[src/rtl/app_loader_v2.sv]
// Firmware loader on the radio openMSP430 peripheral bus: holds the application core
// in reset and streams words into (or reads back from) its program memory.
module app_loader_v2 #(
  parameter logic [14:0] BASE_ADDR = 15'h00A8,
  parameter int unsigned DEC_WD    = 3,
  parameter int unsigned AW        = 13
) (
  input  logic          mclk,
  input  logic          puc_rst,
  input  logic [13:0]   per_addr,
  input  logic [15:0]   per_din,
  input  logic          per_en,
  input  logic [1:0]    per_we,
  input  logic [15:0]   app_pmem_din,
  output logic [15:0]   per_dout,
  output logic          app_reset_n,
  output logic [AW-1:0] app_pmem_addr,
  output logic [15:0]   app_pmem_dout,
  output logic          app_pmem_cen,
  output logic [1:0]    app_pmem_wen
);

  localparam logic [1:0] S_IDLE   = 2'd0;
  localparam logic [1:0] S_WR     = 2'd1;
  localparam logic [1:0] S_RD_ACC = 2'd2;
  localparam logic [1:0] S_RD_CAP = 2'd3;

  localparam logic [DEC_WD-2:0] IDX_CTRL = (DEC_WD-1)'(0);
  localparam logic [DEC_WD-2:0] IDX_ADDR = (DEC_WD-1)'(1);
  localparam logic [DEC_WD-2:0] IDX_DATA = (DEC_WD-1)'(2);
  localparam logic [DEC_WD-2:0] IDX_CSUM = (DEC_WD-1)'(3);

  logic [1:0]    state_q, state_d;
  logic          en_q, en_d;
  logic          ovf_q, ovf_d;
  logic          err_q, err_d;
  logic [AW-1:0] addr_q, addr_d;
  logic [15:0]   dout_q, dout_d;
  logic [1:0]    be_q, be_d;
  logic [15:0]   rdata_q, rdata_d;
  logic [15:0]   csum_q, csum_d;
  logic          rst_n_q, rst_n_d;

  logic              reg_sel, reg_wr, reg_rd, busy;
  logic [DEC_WD-2:0] idx;
  logic              ctrl_wr, addr_wr, data_wr;
  logic              en_rise, data_req, rd_req, addr_req;
  logic [15:0]       masked;

  assign reg_sel = per_en & (per_addr[13:DEC_WD-1] == BASE_ADDR[14:DEC_WD]);
  assign reg_wr  = reg_sel & (|per_we);
  assign reg_rd  = reg_sel & ~(|per_we);
  assign idx     = per_addr[DEC_WD-2:0];
  assign busy    = (state_q != S_IDLE);

  assign ctrl_wr = reg_wr & (idx == IDX_CTRL);
  assign addr_wr = reg_wr & (idx == IDX_ADDR);
  assign data_wr = reg_wr & (idx == IDX_DATA);

  assign en_rise  = ctrl_wr & per_din[0] & ~en_q;
  assign data_req = data_wr & en_q;
  assign rd_req   = ctrl_wr & per_din[1] & en_q;
  assign addr_req = addr_wr & en_q;

  assign masked = {be_q[1] ? dout_q[15:8] : 8'h00, be_q[0] ? dout_q[7:0] : 8'h00};

  always_comb begin
    state_d = state_q;
    en_d    = en_q;
    ovf_d   = ovf_q;
    err_d   = err_q;
    addr_d  = addr_q;
    dout_d  = dout_q;
    be_d    = be_q;
    rdata_d = rdata_q;
    csum_d  = csum_q;
    rst_n_d = ~(en_q | busy);

    if (ctrl_wr) begin
      en_d = per_din[0];
      if (per_din[9])  ovf_d = 1'b0;
      if (per_din[10]) err_d = 1'b0;
    end

    if ((data_req | rd_req | addr_req) & busy) err_d = 1'b1;

    if (!busy) begin
      if (addr_req) addr_d = per_din[AW-1:0];
      if (data_req) begin
        dout_d  = per_din;
        be_d    = per_we;
        state_d = S_WR;
      end else if (rd_req) begin
        state_d = S_RD_ACC;
      end
    end

    case (state_q)
      S_WR: begin
        addr_d  = addr_q + AW'(1);
        csum_d  = csum_q + masked;
        if (addr_q == '1) ovf_d = 1'b1;
        state_d = S_IDLE;
      end
      S_RD_ACC: state_d = S_RD_CAP;
      S_RD_CAP: begin
        rdata_d = app_pmem_din;
        addr_d  = addr_q + AW'(1);
        if (addr_q == '1) ovf_d = 1'b1;
        state_d = S_IDLE;
      end
      default: ;
    endcase

    // A fresh enable restarts the session even if a previous access is still retiring.
    if (en_rise) begin
      addr_d = '0;
      csum_d = '0;
      ovf_d  = 1'b0;
      err_d  = 1'b0;
    end
  end

  always_ff @(posedge mclk or posedge puc_rst) begin
    if (puc_rst) begin
      state_q <= S_IDLE;
      en_q    <= 1'b0;
      ovf_q   <= 1'b0;
      err_q   <= 1'b0;
      addr_q  <= '0;
      dout_q  <= '0;
      be_q    <= '0;
      rdata_q <= '0;
      csum_q  <= '0;
      rst_n_q <= 1'b1;
    end else begin
      state_q <= state_d;
      en_q    <= en_d;
      ovf_q   <= ovf_d;
      err_q   <= err_d;
      addr_q  <= addr_d;
      dout_q  <= dout_d;
      be_q    <= be_d;
      rdata_q <= rdata_d;
      csum_q  <= csum_d;
      rst_n_q <= rst_n_d;
    end
  end

  // Strobes decode straight from the state flops so reset drops them asynchronously.
  assign app_pmem_cen  = ~((state_q == S_WR) | (state_q == S_RD_ACC));
  assign app_pmem_wen  = (state_q == S_WR) ? ~be_q : 2'b11;
  assign app_pmem_addr = addr_q;
  assign app_pmem_dout = dout_q;
  assign app_reset_n   = rst_n_q;

  always_comb begin
    per_dout = '0;
    if (reg_rd) begin
      case (idx)
        IDX_CTRL: per_dout = {5'b0, err_q, ovf_q, busy, 7'b0, en_q};
        IDX_ADDR: per_dout = 16'(addr_q);
        IDX_DATA: per_dout = rdata_q;
        IDX_CSUM: per_dout = csum_q;
        default:  per_dout = '0;
      endcase
    end
  end

endmodule
[config.mk]
export PLATFORM = sky130hd
export DESIGN_NAME = app_loader_v2
export DESIGN_NICKNAME = d
export VERILOG_FILES = /design/src/rtl/app_loader_v2.sv
export SDC_FILE = /design/constraint.sdc
export NUM_CORES = 1
export LEC_CHECK = 0
export CAP_MARGIN = 20
export CORE_UTILIZATION = 51
export CTS_BUF_LIST = sky130_fd_sc_hd__clkbuf_16
export CTS_CLUSTER_SIZE = 40
export DETAILED_ROUTE_END_ITERATION = 10
export PLACE_DENSITY = 0.9
export SLEW_MARGIN = 30
export SYNTH_ARGS = -nofsm -noshare
export SYNTH_HDL_FRONTEND = slang
export SYNTH_SLANG_ARGS = --single-unit
[constraint.sdc]
create_clock -name mclk -period 3.43 [get_ports mclk]
set_input_delay 0.686 -clock mclk [delete_from_list [all_inputs] [get_ports mclk]]
set_output_delay 0.686 -clock mclk [all_outputs]
set_load 0.02 [all_outputs]
# Word-level counts from Yosys, hierarchy flattened
# Cells that the tools add are included.
[word_totals]
out_inout_bits = 49
memories = 0
in_bits = 51
latch_bits = 0
rom_bits = 0
wordCells = 82
ram_bits = 0
register_bits = 69
[op_classes]
reduce_logical = 13
addsub = 2
n_lt_le_gt_ge = 0
shift = 0
muxes = 24
div = 0
n_bitwise = 23
mul = 0
n_eq_ne = 10
[ops]
columns = ["cell", "n"]
rows = [
  ["case mux 16 bit (4 select lines)", 1],
  ["two-way mux 13 bit", 4],
  ["two-way mux 16 bit", 3],
  ["adder 16 bit", 1],
  ["two-way mux 8 bit", 2],
  ["adder 13 x 1 -> 13 bit, second input constant", 1],
  ["bitwise AND 1 bit", 13],
  ["equality test 13 bit, second input constant", 1],
  ["equality test 12 x 5 -> 1 bit, second input constant", 1],
  ["two-way mux 1 bit", 9],
  ["nonzero test 3 bit", 3],
  ["equality test 2 bit, second input constant", 4],
  ["two-way mux 2 bit", 4],
  ["AND reduction 2 bit", 4],
  ["inequality test 3 x 2 -> 1 bit, second input constant", 2],
  ["NOT 1 bit", 5],
  ["equality test 2 x 1 -> 1 bit, second input constant", 2],
  ["bitwise OR 1 bit", 4],
  ["case mux 2 bit (2 select lines)", 1],
  ["nonzero test 2 bit", 2],
  ["nonzero test 4 bit", 1],
  ["OR reduction 2 bit", 2],
  ["zero test 2 bit", 1],
  ["NOT 2 bit", 1],
]

# Depth between registers and ports, before layout
[depth]
word_depth = 11
ltp_mapped = 11
depth_no_buf = 11

# Worst setup path before layout
# No wires, ideal clock.
[synth_path]
path_type = "in2out"
start = "input port per_addr[1]"
end = "output port per_dout[11]"
n_path_buf = 2
arrival_time_ns = 1.927
required_ns = 2.744
cell_stages = 5
slack_ns = 0.817
cell_sequence = "clkbuf_1 > clkbuf_1 > mux2_2 > a22oi_1 > nor2_1"
[synth_between]
elab_chain_cells = 3
elab_cells_between_ends = 6
classes_between = "eq/ne (3); mux (2); reduce/logical (1)"
[synth_rtl]
columns = ["item", "line_no", "rtl"]
rows = [
  ["from (decl)", "10", "input logic [13:0] per_addr,"],
  ["equality test 2 bit, or another cell as far along", "160", "case (idx)"],
  ["case mux 16 bit (4 select lines) *", "160", ""],
  ["two-way mux 16 bit *", "159", "if (reg_rd) begin"],
  ["to (decl)", "15", "output logic [15:0] per_dout,"],
]
# Mark *: on every way between the ends. The rest lies on a longest branch, timed or not.

# Worst setup path in the final report
[layout_path]
start = "input port per_addr[6]"
end = "output port per_dout[6]"
[layout_between]
elab_chain_cells = 4
[layout_rtl]
columns = ["item", "line_no", "rtl"]
rows = [
  ["equality test 12 x 5 -> 1 bit", "50", "assign reg_sel = per_en & (per_addr[13:DEC_WD-1] == BASE_ADDR[14:DEC_WD]);"],
  ["bitwise AND 1 bit", "50", ""],
  ["bitwise AND 1 bit", "52", "assign reg_rd = reg_sel & ~(|per_we);"],
  ["two-way mux 16 bit", "159", ""],
]
# No other way between the ends.

==> impl_metrics.json <==
{
  "clock_sinks": 69,
  "synth_cell_types": 54,
  "place_area_um2": 5550,
  "start_util_pct": 52.9,
  "cts_made_buffers": 9,
  "grt_antenna_before_repair": 1,
  "fin_area_um2": 5870,
  "seqPwrFrac_pct": 42.0,
  "synthArstFlopShare_pct": 100,
  "worst-path-max-fanout": 13,
  "arrival_ps": 2670,
  "chipHeight_um": 94.5,
  "reg2reg_setup_slack_ps": 480,
  "seq_area_frac_synth_pct": 39.6,
  "syn_inst": 446,
  "start_kind": "input port",
  "synth_top_flop_cell": "dfrtp_1",
  "synthDominantCellAreaShare_pct": 39.0,
  "grt_pass1_vias": 4053,
  "synth.most_common_cell": "dfrtp_1",
  "coreArea_um2": 8260,
  "critPathKind": "input port to primary output",
  "p_int_mw": 1.59,
  "antenna_left": 0,
  "postCtsHoldBufs": 0,
  "grt_max_degree": 37,
  "hold_violations": 0,
  "yosys.area.top_type": "dfrtp_1",
  "reg2reg_to": "csum_q[15]",
  "pwr-share-clk_pct": 42.1,
  "first_iter_violations": 367,
  "setup_violations": 0,
  "num_io_pins": 100,
  "drive_above_1_share_pct": 16.2,
  "areaGrowthSynthToFinish_pct": 34.3,
  "syn-cell-area_um2": 4370,
  "grt-ovfl-total": 0,
  "yosys_warnings": 0,
  "fin_crit_sh_pct": 97.8,
  "startpoint": "per_addr[6]",
  "drcViolationCount": 0,
  "cts_resized": 0,
  "r2r_cells": 10,
  "root_buffer": "clkbuf_16",
  "p_comb_share_pct": 15.9,
  "cp-endpoint": "per_dout[6]",
  "clk_pin_slew_ps": 50,
  "layout_min_cycle_time_ps": 3350,
  "crit_required_ps": 2740,
  "placed_cells": 645,
  "synth_seq_cells": 69,
  "clock_latency_ps": 330,
  "cts_tree": "built",
  "drt-total-wl_um": 12800,
  "worstSetupEndpointType": "primary output",
  "grt_util_all_layers_pct": 30.2,
  "power.density_nw_per_um2": 368,
  "avgSynthCellArea_um2": 9.79,
  "place_congestion": 0.895,
  "r2r_start": "be_q[0]",
  "fillCellCount": 570,
  "swShare_pct": 26.2,
  "numPortBuffers": 99,
  "die_area_um2": 8940,
  "tns_ps": 0,
  "wl_per_cell_um": 19.3,
  "p_sw_mw": 0.567,
  "synth_nets": 519,
  "fin_total_pwr_mw": 2.16,
  "ir_drop_v": 0.000299,
  "rsz0062_at_grt": "false",
  "drt_pass1_iterations": 5,
  "routed_via_density": 6.22,
  "synth_edf_count": 0,
  "cts_htree_levels": 3,
  "hpwl_um": 9200,
  "worst_pin_slew_ps": 784,
  "max_slew_margin_pct": 47.7,
  "instances_no_fill": 662,
  "dr_total_vias": 4116,
  "rows": 33,
  "skew_ps": 7.01,
  "max_freq_mhz": 298,
  "cts_buffer_depth": 2,
  "finalNetCount": 624,
  "die_w_um": 94.5,
  "p_leak_nw": 2.61,
  "grt_pass1_wl_um": 20500,
  "drv_slew": 0,
  "cap_violations": 0,
  "synthTopCellsByCount": "dfrtp_1 (68), nor2_1 (50), mux2_2 (43)",
  "status": "finished clean",
  "cts_setup_buffers": 0,
  "hp-class": "flip-flop to flip-flop",
  "ys_top_cells_by_area": "dfrtp_1 (39%), mux2_2 (11%), ha_1 (6.0%)"
}
-- metrics by stage --
stage          hold WS (ps)  utilization (%)  setup slack [ps]
2_1_floorplan           420                -               817
6_report                500             71.0              76.9
3_3_place_gp            468             67.2               128
3_5_place_dp            488             67.2              61.6
5_1_grt                 512             71.0              1.77
4_1_cts                 503             70.8              42.1
-- power by group through the flow --
stage	combinational [mW]	clock (mW)	sequential (mW)
2_1_floorplan	0.145	0	0.936
3_3_place_gp	0.328	0	0.916
3_5_place_dp	0.339	0	0.917
4_1_cts	0.343	0.918	0.903
5_1_grt	0.368	0.952	0.911
6_report	0.344	0.909	0.907
-- how the worst min path moves through the flow --
stage / end / cells after the start / slack [ps] / startpoint
after floorplan: app_reset_n / 1 / 420 / en_q
after global placement: app_reset_n / 1 / 470 / en_q
after detailed placement: app_reset_n / 1 / 490 / en_q
after CTS: rdata_q[9] / 1 / 500 / rdata_q[9]
after global routing: rdata_q[9] / 1 / 510 / rdata_q[9]
final: rdata_q[9] / 1 / 500 / rdata_q[9]
-- per-layer routing --
metal	up-vias	share of wire [%]	track usage, %
met5	-	0	0
met4	0	3.1	12.2
met3	44	8.9	5.56
met2	278	49	51.4
met1	1955	39	38.0
li1	1839	-	-
-- worst max-delay path: stages --
cell and delay, ps:
clkdlybuf4s50_1 450, nor4bb_1 270, nand4_1 150, nand2b_1 220, buf_12 170, nor2_1 110
clkdlybuf4s50_1 610
-- layout by cell type (no fill, tap or decap), drive strengths merged, types with 7 or more instances in the layout --
master	synthesis	final
dfrtp	68	68
clkdlybuf4s50	0	92
mux2i	14	14
nor2b	9	9
and2	18	18
buf	10	17
a22oi	13	13
nand2	25	25
nor3	7	7
dlymetal6s2s	0	7
nor2	51	51
mux2	43	43
a21oi	25	25
inv	14	14
nand4	9	9
ha	21	21
o21ai	18	18
clkbuf	12	9
-- final cells by class --
class                           instances  area [µm²]  share of cell area, %
Multi-Input combinational cell        341        2490                   42.4
Sequential cell                        69        1730                   29.5
Clock buffer                            9         225                   3.84
Timing Repair Buffer                  116        1170                   20.0
Antenna cell                            1        2.50                 0.0427
Clock inverter                          7        66.3                   1.13
Tap cell                              105         131                   2.24
Inverter                               14        52.6                  0.896
-- kinds of logic (layout without fill, tap and decap cells) --
family / after synthesis / count (layout) / share of synthesized area (%)
AOI/OAI and AO/OA: 96 / 96 / 14.3
xor gates and xnor gates: 8 / 8 / 1.60
adders and majority gates: 22 / 22 / 6.47
buffers and inverters: 36 / 146 / 3.55
DFF: 69 / 69 / 39.6
muxes: 61 / 61 / 16.4
other: 0 / 1 / 0
and+or+nand+nor: 154 / 154 / 18.2
-- flip-flops by register name (all words and copies together) (netlist names) --
signal and count:
app_pmem_dout 16, csum_q 16, rdata_q 16, app_pmem_addr 13
be_q 2, state_q 2, app_reset_n 1, en_q 1
err_q 1, ovf_q 1
Power figures use the tool's default switching activity.
